$ cat src/rtl/sap_pkg.sv
// Shared types and constants for the SAP-1 output display driver:
// converter state encoding, seven-segment patterns and the digit count.
package sap_pkg;

    typedef enum logic [1:0] {
        ST_IDLE  = 2'd0,
        ST_SHIFT = 2'd1,
        ST_DONE  = 2'd2
    } conv_state_e;

    localparam int DIGITS = 3;

    // Segment order {g,f,e,d,c,b,a}, active-low for a common-anode display.
    localparam logic [6:0] SEG_0     = 7'b1000000;
    localparam logic [6:0] SEG_1     = 7'b1111001;
    localparam logic [6:0] SEG_2     = 7'b0100100;
    localparam logic [6:0] SEG_3     = 7'b0110000;
    localparam logic [6:0] SEG_4     = 7'b0011001;
    localparam logic [6:0] SEG_5     = 7'b0010010;
    localparam logic [6:0] SEG_6     = 7'b0000010;
    localparam logic [6:0] SEG_7     = 7'b1111000;
    localparam logic [6:0] SEG_8     = 7'b0000000;
    localparam logic [6:0] SEG_9     = 7'b0010000;
    localparam logic [6:0] SEG_BLANK = 7'b1111111;

    // Double-dabble correction: a digit of 5 or more would overflow past 9 when doubled.
    function automatic logic [3:0] dabble_adj(input logic [3:0] nib);
        return (nib >= 4'd5) ? nib + 4'd3 : nib;
    endfunction

endpackage

$ cat src/rtl/seg7_decode.sv
// Combinational BCD nibble to seven-segment decoder; non-decimal nibbles
// and an explicit blank request both produce a dark digit.
module seg7_decode
    import sap_pkg::*;
(
    input  logic [3:0] nibble_i,
    input  logic       blank_i,
    output logic [6:0] seg_n_o
);

    always_comb begin
        seg_n_o = SEG_BLANK;
        if (!blank_i) begin
            case (nibble_i)
                4'd0:    seg_n_o = SEG_0;
                4'd1:    seg_n_o = SEG_1;
                4'd2:    seg_n_o = SEG_2;
                4'd3:    seg_n_o = SEG_3;
                4'd4:    seg_n_o = SEG_4;
                4'd5:    seg_n_o = SEG_5;
                4'd6:    seg_n_o = SEG_6;
                4'd7:    seg_n_o = SEG_7;
                4'd8:    seg_n_o = SEG_8;
                4'd9:    seg_n_o = SEG_9;
                default: seg_n_o = SEG_BLANK;
            endcase
        end
    end

endmodule

$ cat src/rtl/sap_display_driver.sv
// SAP-1 output display: serial binary-to-BCD converter feeding a
// three-digit multiplexed common-anode seven-segment scan.
//
// state    | meaning
// ST_IDLE  | waiting for a strobe; also launches a queued (pending) value, busy held high then
// ST_SHIFT | one double-dabble step per cycle, 8 steps
// ST_DONE  | commit scratch result to bcd
module sap_display_driver
    import sap_pkg::*;
#(
    parameter int unsigned SCAN_DIV = 50000
) (
    input  logic        base_clock,
    input  logic        CLR,
    input  logic [7:0]  data_in,
    input  logic        load_strobe,
    output logic        busy,
    output logic [11:0] bcd,
    output logic [6:0]  seg_n,
    output logic [2:0]  an_n
);

    localparam int unsigned PW = (SCAN_DIV > 1) ? $clog2(SCAN_DIV) : 1;
    localparam logic [PW-1:0] PRESC_LAST = PW'(SCAN_DIV - 1);

    conv_state_e       state_q, state_d;
    logic [7:0]        bin_q, bin_d;
    logic [11:0]       scratch_q, scratch_d;
    logic [3:0]        cnt_q, cnt_d;
    logic              pend_q, pend_d;
    logic [7:0]        pend_data_q, pend_data_d;
    logic [11:0]       bcd_q, bcd_d;
    logic [11:0]       adj;

    logic [PW-1:0]     presc_q, presc_d;
    logic [1:0]        sel_q, sel_d;
    logic [6:0]        seg_n_q;
    logic [DIGITS-1:0] an_n_q, an_n_d;
    logic [3:0]        digit;
    logic              blank;
    logic [6:0]        seg_dec;

    assign adj = {dabble_adj(scratch_q[11:8]), dabble_adj(scratch_q[7:4]), dabble_adj(scratch_q[3:0])};

    always_comb begin
        state_d     = state_q;
        bin_d       = bin_q;
        scratch_d   = scratch_q;
        cnt_d       = cnt_q;
        pend_d      = pend_q;
        pend_data_d = pend_data_q;
        bcd_d       = bcd_q;
        case (state_q)
            ST_IDLE: begin
                if (pend_q) begin
                    bin_d     = pend_data_q;
                    scratch_d = '0;
                    cnt_d     = 4'd8;
                    state_d   = ST_SHIFT;
                    pend_d    = load_strobe;
                    if (load_strobe) pend_data_d = data_in;
                end else if (load_strobe) begin
                    bin_d     = data_in;
                    scratch_d = '0;
                    cnt_d     = 4'd8;
                    state_d   = ST_SHIFT;
                end
            end
            ST_SHIFT: begin
                {scratch_d, bin_d} = {adj, bin_q} << 1;
                cnt_d = cnt_q - 4'd1;
                if (cnt_q == 4'd1) state_d = ST_DONE;
                if (load_strobe) begin
                    pend_d      = 1'b1;
                    pend_data_d = data_in;
                end
            end
            ST_DONE: begin
                bcd_d   = scratch_q;
                state_d = ST_IDLE;
                if (load_strobe) begin
                    pend_d      = 1'b1;
                    pend_data_d = data_in;
                end
            end
            default: state_d = ST_IDLE;
        endcase
    end

    // Scan runs freely from the committed bcd, never from the scratch register.
    always_comb begin
        presc_d = (presc_q == PRESC_LAST) ? '0 : presc_q + PW'(1);
        sel_d   = sel_q;
        if (presc_q == PRESC_LAST) sel_d = (sel_q == 2'd2) ? 2'd0 : sel_q + 2'd1;

        digit = bcd_q[3:0];
        blank = 1'b0;
        case (sel_q)
            2'd1: begin
                digit = bcd_q[7:4];
                blank = (bcd_q[11:8] == 4'd0) && (bcd_q[7:4] == 4'd0);
            end
            2'd2: begin
                digit = bcd_q[11:8];
                blank = (bcd_q[11:8] == 4'd0);
            end
            default: ;
        endcase
        an_n_d = ~(DIGITS'(1) << sel_q);
    end

    seg7_decode u_seg7_decode (
        .nibble_i (digit),
        .blank_i  (blank),
        .seg_n_o  (seg_dec)
    );

    always_ff @(posedge base_clock) begin
        if (CLR) begin
            state_q     <= ST_IDLE;
            bin_q       <= '0;
            scratch_q   <= '0;
            cnt_q       <= '0;
            pend_q      <= 1'b0;
            pend_data_q <= '0;
            bcd_q       <= '0;
            presc_q     <= '0;
            sel_q       <= '0;
            seg_n_q     <= SEG_BLANK;
            an_n_q      <= '1;
        end else begin
            state_q     <= state_d;
            bin_q       <= bin_d;
            scratch_q   <= scratch_d;
            cnt_q       <= cnt_d;
            pend_q      <= pend_d;
            pend_data_q <= pend_data_d;
            bcd_q       <= bcd_d;
            presc_q     <= presc_d;
            sel_q       <= sel_d;
            seg_n_q     <= seg_dec;
            an_n_q      <= an_n_d;
        end
    end

    assign busy  = (state_q != ST_IDLE) || pend_q;
    assign bcd   = bcd_q;
    assign seg_n = seg_n_q;
    assign an_n  = an_n_q;

endmodule
$ cat config.mk
export PLATFORM = sky130hd
export DESIGN_NAME = sap_display_driver
export DESIGN_NICKNAME = d
export VERILOG_FILES = /design/src/rtl/sap_pkg.sv /design/src/rtl/seg7_decode.sv /design/src/rtl/sap_display_driver.sv
export SDC_FILE = /design/constraint.sdc
export NUM_CORES = 1
export LEC_CHECK = 0
export BUFFER_PORTS_ARGS = -buffer_cell sky130_fd_sc_hd__buf_2
export CAP_MARGIN = 20
export CORE_MARGIN = 3
export CORE_UTILIZATION = 25
export CTS_CLUSTER_DIAMETER = 200
export DETAILED_ROUTE_END_ITERATION = 6
export SKIP_CTS_REPAIR_TIMING = 1
export SLEW_MARGIN = 20
export SYNTH_ARGS = -nofsm -noshare
export SYNTH_HDL_FRONTEND = slang
export SYNTH_SLANG_ARGS = --single-unit
$ cat constraint.sdc
create_clock -name base_clock -period 2.3 [get_ports base_clock]
set_input_delay 0.46 -clock base_clock [delete_from_list [all_inputs] [get_ports base_clock]]
set_output_delay 0.46 -clock base_clock [all_outputs]
set_load 0.02 [all_outputs]
==> results.json, run 1 <==
{
  "cp_cell_sequence": "inv_1, ha_1, nor2_1, a21oi_1, inv_1, ha_1, nand2_1, nand3_1",
  "setup_violations": 0,
  "drt_pass1_iterations": 4,
  "power.leakage_nw": 1.59,
  "clockRootBuffer": "clkbuf_16",
  "yosysMostFrequentCell": "nor2_1",
  "netlist_top_cells_count": "nor2_1 (76), dfxtp_1 (75), mux2i_1 (33), nand2_1 (27), ha_1 (22)",
  "cts_tree": "yes",
  "num_rows": 42,
  "post-route-util_pct": 30.7,
  "ant_nets": 0,
  "met1_usage_pct": 11.7,
  "ctsHtreeMaxLevel": 3,
  "clock_power_share_pct": 35.7,
  "hold_viol_final": 0,
  "numCtsBuffers": 9,
  "antenna_cells": 0,
  "hp-class": "primary input to flip-flop",
  "io_pins": 34,
  "setup_slack_ns": 0.191,
  "drt_iter0_markers": 201,
  "grt.total_usage_pct": 9.45,
  "cp_slowest_cell": "ha_1",
  "powerDensity_nw_per_um2": 945,
  "critPathMaxStageDelay_ns": 0.48,
  "vias": 2731,
  "skew_ns": 0.00713,
  "syn_inst": 396,
  "fin_crit_sh_pct": 91.7,
  "place_congestion": 0.791,
  "cts.sinks": 75,
  "area_growth_syn_to_layout_pct": 17.5,
  "rsz0062_at_grt": "false",
  "synth_area_um2": 3540,
  "end_kind": "flip-flop",
  "viasPerCell": 4.49,
  "status": "finished clean",
  "synth_area_leaders": "dfxtp_1 (42%), mux2i_1 (9.3%), nor2_1 (8.1%)",
  "drc": 0,
  "async_flop_share_pct": 0,
  "grt_pass1_vias": 2677,
  "critPathBufInv": 2,
  "slew_headroom_pct": 48.8,
  "wire_per_inst_um": 12.0,
  "die_y_um": 125,
  "yosysTopAreaCell": "dfxtp_1",
  "p_int_mw": 2.67,
  "max-vdd-ir-drop_mv": 0.368,
  "cp-start-kind": "flip-flop",
  "finalSetupTns_ns": 0,
  "top_usage_layer": "met2",
  "p_seq_share_pct": 39.6,
  "core_um2": 13600,
  "ys_ff_latch": 75,
  "synth_top_area_share_pct": 42.4,
  "overflow": 0,
  "crit_arrival_ns": 2.30,
  "design_area_um2": 4160,
  "use_met2_pct": 15.4,
  "final_nets": 460,
  "grt_pass1_wl_um": 12500,
  "p_sw_mw": 1.26,
  "dp_slack_ns": 0.232,
  "antenna_found_initial": 0,
  "synth-seq-area-share_pct": 42.4,
  "final-max-slew-violation-count": 0,
  "crit_family": "adder cells",
  "dieArea_um2": 15600,
  "p_sw_share_pct": 32.1,
  "synthesis.nets": 429,
  "crit_fanout": 11,
  "io_buffer_count": 33,
  "power_frac_comb_pct": 24.7,
  "grt_max_degree": 40,
  "hpwl_um": 5300,
  "dieWidth_um": 125,
  "synth_top_flop_cell": "dfxtp_1",
  "clock_path_buffers": 2,
  "synth_edf_count": 0,
  "yosys_warnings": 0,
  "max_freq_mhz": 474,
  "grtUsageMet3_pct": 3.62,
  "tightest_slew_ns": 0.769,
  "drv_cap": 0,
  "postPlaceCellArea_um2": 3850,
  "clkTransAtPathRegs_ns": 0.06,
  "wirelength_um": 7320,
  "drive_above_1_share_pct": 14.4,
  "crit_type": "flip-flop to flip-flop",
  "fin_hold_ws_ns": 0.383,
  "synth_cell_types": 39,
  "min_period_ns": 2.11,
  "clkLatencyLatePin_ns": 0.33,
  "worstPathRequired_ns": 2.49,
  "initial_utilization_pct": 26.1,
  "syn_avg_cell_area_um2": 8.94
}
## cell usage in the layout, fill, tap and decap left out, types with 3 or more instances in the layout
| master | instances |
|---|---|
| nor3_1 | 8 |
| clkbuf_16 | 9 |
| dfxtp_1 | 75 |
| buf_2 | 33 |
| buf_4 | 3 |
| nand4_1 | 3 |
| ha_1 | 22 |
| nand3_1 | 11 |
| xnor2_1 | 13 |
| o21ai_0 | 9 |
| nor2_1 | 76 |
| mux2i_1 | 33 |
| a2bb2oi_1 | 3 |
| nor4_1 | 3 |
| nand2_1 | 27 |
| nor3b_1 | 3 |
| nand2b_1 | 7 |
| a21oi_1 | 15 |
| xor2_1 | 6 |
| a21oi_2 | 7 |
| a211oi_1 | 4 |
| a31oi_1 | 4 |
| inv_1 | 18 |
| a22oi_1 | 12 |
| o211ai_1 | 7 |
## worst reg2reg max path: stages (launching register included)
cell     delay (ns)
dfxtp_1        0.38
inv_1          0.10
ha_1           0.48
nor2_1         0.08
a21oi_1        0.36
inv_1          0.13
ha_1           0.32
nand2_1        0.06
nand3_1        0.07
## sequential cells by signal (all words and copies together) (netlist names)
name and cells:
seg_n 7, bin_q 8, scratch_q 12, cnt_q 4
an_n 3, pend_q 1, state_q 2, presc_q 16
pend_data_q 8, bcd 12, sel_q 2
## power by group through the flow
stage	sequential, mW	clock (mW)	combinational, mW
5_1_grt	1.58	1.49	1.09
4_1_cts	1.56	1.44	0.979
2_1_floorplan	1.56	0	0.844
3_5_place_dp	1.59	0	0.974
6_report	1.56	1.40	0.968
3_3_place_gp	1.58	0	0.952
## stage by stage
| stage | total power, mW | instances |
|---|---|---|
| final | 3.93 | 608 |
| after global routing | 4.16 | 608 |
| after CTS | 3.98 | 608 |
| after detailed placement | 2.56 | 592 |
| after global placement | 2.53 | 592 |
| after floorplan | 2.40 | 396 |
## path summary, 6_finish.rpt
check	from	end	slack (ns)	depth (start not counted)
setup / recovery	sel_q[0]	seg_n[3]	0.19	8
hold / removal	data_in[0]	pend_data_q[0]	0.38	3
setup reg to reg	sel_q[0]	seg_n[3]	0.19	8
hold reg to reg	presc_q[0]	presc_q[0]	0.44	1
## layout make-up
type / instances / area (µm²)
clock buffers: 9 / 225
clock inverters: 7 / 76.3
fillers: 1413 / 9400
inverters: 18 / 67.6
multi-input cells: 287 / 1880
flip-flops and latches: 75 / 1500
well taps: 176 / 220
repair buffers: 36 / 188
## logic make-up after synthesis
group | after synthesis | synth area share (%)
AND/OR/NAND/NOR | 147 | 18.5
buffers and inverters | 34 | 4.49
flip-flops | 75 | 42.4
adder cells (fa/ha/maj) | 22 | 7.78
AO/OA/AOI/OAI | 66 | 12.8
multiplexers | 33 | 9.34
XOR/XNOR | 19 | 4.70
## metal layers
metal	wire length, µm	vias to the layer above
li1	-	1411
met4	37	0
met3	294	4
met2	3510	27
met5	0	-
met1	3480	1289
(Power assumes the default switching activity.)
==> run 2: changes to the inputs <==
--- a/config.mk
+++ b/config.mk
@@ -7,7 +7,7 @@
 export LEC_CHECK = 0
 export BUFFER_PORTS_ARGS = -buffer_cell sky130_fd_sc_hd__buf_2
 export CAP_MARGIN = 20
-export CORE_MARGIN = 3
+export CORE_MARGIN = 10
 export CORE_UTILIZATION = 25
 export CTS_CLUSTER_DIAMETER = 200
 export DETAILED_ROUTE_END_ITERATION = 6
==> constraint.sdc (replaced) <==
create_clock -name base_clock -period 2.3 [get_ports base_clock]
set_input_delay 0.46 -clock base_clock [delete_from_list [all_inputs] [get_ports base_clock]]
set_output_delay 0.46 -clock base_clock [all_outputs]
set_load 0.05 [all_outputs]
==> results.json, run 2 (synthesized netlist as in run 1, its figures left out) <==
{
  "place_congestion": 0.777,
  "clock_path_buffers": 2,
  "cp_cell_sequence": "inv_1, ha_1, or2b_1, buf_2",
  "setup_violations": 0,
  "ctsHtreeMaxLevel": 3,
  "drive_above_1_share_pct": 14.6,
  "hpwl_um": 5680,
  "met3_length_um": 376,
  "top_register": "presc_q",
  "skew_ns": 0.00533,
  "r2r_start": "sel_q[0]",
  "stdcell_count": 612,
  "top_layer": "met4",
  "die_y_um": 139,
  "end_kind": "output port",
  "core_um2": 13900,
  "hold_viol_final": 0,
  "crit_fanout": 7,
  "timing.rr.end": "seg_n[4]",
  "crit_arrival_ns": 1.65,
  "cts.sinks": 75,
  "grt_pass1_vias": 2784,
  "cts_tree": "yes",
  "grt_max_degree": 40,
  "wire_per_inst_um": 12.8,
  "dieWidth_um": 139,
  "worstPathRequired_ns": 1.84,
  "fin_crit_sh_pct": 91.6,
  "rsz0062_at_grt": "false",
  "clkTransAtPathRegs_ns": 0.06,
  "clockRootBuffer": "clkbuf_16",
  "antenna_cells": 0,
  "io_buffer_count": 33,
  "grt.total_usage_pct": 7.98,
  "status": "finished clean",
  "drc": 0,
  "clkLatencyLatePin_ns": 0.33,
  "cp-startpoint": "state_q[0]",
  "placed_cells": 596,
  "initial_utilization_pct": 25.5,
  "final_nets": 460,
  "grt_pass1_wl_um": 13200,
  "overflow": 0,
  "dieArea_um2": 19300,
  "max-vdd-ir-drop_mv": 0.400,
  "wirelength_um": 7830,
  "drt_pass1_iterations": 4,
  "largest_register_ffs": 16,
  "cp-start-kind": "flip-flop",
  "drv_cap": 0,
  "hp-class": "primary input to flip-flop",
  "power.leakage_nw": 1.60,
  "reg2reg_slack_ns": 0.25,
  "final_common_cell": "nor2_1",
  "num_rows": 43,
  "critPathMaxStageDelay_ns": 0.41,
  "drt_iter0_markers": 167,
  "met2_length_um": 3800,
  "antenna_found_initial": 0,
  "wl_met1_um": 3570,
  "slew_headroom_pct": 51.7,
  "max_freq_mhz": 475,
  "viasPerCell": 4.55,
  "finalSetupTns_ns": 0,
  "area_growth_syn_to_layout_pct": 18.3,
  "min_period_ns": 2.11,
  "cp_slowest_cell": "dfxtp_1",
  "ff2ff_path_depth": 7,
  "numCtsBuffers": 9,
  "io_pins": 34,
  "crit_end": "busy",
  "powerDensity_nw_per_um2": 972,
  "ant_nets": 0,
  "tightest_slew_ns": 0.724,
  "final-max-slew-violation-count": 0,
  "vias": 2784,
  "crit_type": "flip-flop to output port",
  "mostFrequentLayoutCells": "nor2_1 (76), dfxtp_1 (75), mux2i_1 (33), buf_2 (33), nand2_1 (27)"
}
[run 2: cell types whose count changed in the layout (fill, tap and decap cells not counted)]
cell and delta:
clkbuf_1 +1, clkinv_4 +1, a21oi_1 -2, a21oi_2 +2, inv_6 -2, bufinv_16 +1, clkinvlp_4 -1
[run 2: area by class of cell]
type / count / area (µm²)
clock buffer: 10 / 229
clock inverter: 6 / 90.1
fill: 1452 / 9690
inverter: 18 / 67.6
multi-input combinational: 287 / 1890
sequential: 75 / 1500
tap: 180 / 225
timing repair buffer: 36 / 188
[run 2: per-layer routing]
| layer | track usage, % | vias up |
|---|---|---|
| li1 | - | 1412 |
| met1 | 8.99 | 1331 |
| met2 | 13.6 | 31 |
| met3 | 3.18 | 10 |
| met4 | 2.25 | 0 |
| met5 | 0 | - |
[run 2: how the worst min path moves through the flow]
stage,from,end,slack [ns],depth (start not counted)
after detailed placement,presc_q[0],presc_q[0],0.43,1
after floorplan,presc_q[0],presc_q[0],0.41,1
after CTS,data_in[3],pend_data_q[3],0.37,3
final,data_in[3],pend_data_q[3],0.39,3
after global placement,presc_q[0],presc_q[0],0.42,1
after global routing,data_in[0],pend_data_q[0],0.40,3
[run 2: worst max-delay path: cells and delay by family (launching register included)]
kind | cells | cell delay [ns]
adder cells (fa/ha/maj) | 1 | 0.30
flip-flops | 1 | 0.41
AND/OR/NAND/NOR | 1 | 0.23
buffers and inverters | 2 | 0.37
[run 2: where the power goes]
part	internal [mW]	switching [mW]	total [mW]	leakage, nW
clock network	0.951	0.538	1.49	0.153
registers	1.45	0.107	1.56	0.611
logic	0.372	0.651	1.02	0.837
[run 2: per-stage QoR]
| stage | power, mW | worst slack, ns | utilization (%) | hold slack [ns] | cell area [µm²] |
|---|---|---|---|---|---|
| floorplan | 2.45 | 0.280 | - | 0.412 | 3540 |
| global placement | 2.58 | 0.326 | 27.8 | 0.425 | 3860 |
| detailed placement | 2.62 | 0.248 | 27.8 | 0.433 | 3860 |
| CTS | 4.12 | 0.158 | 30.1 | 0.375 | 4180 |
| global route | 4.31 | 0.0542 | 30.2 | 0.398 | 4190 |
| finish | 4.07 | 0.193 | 30.2 | 0.385 | 4190 |
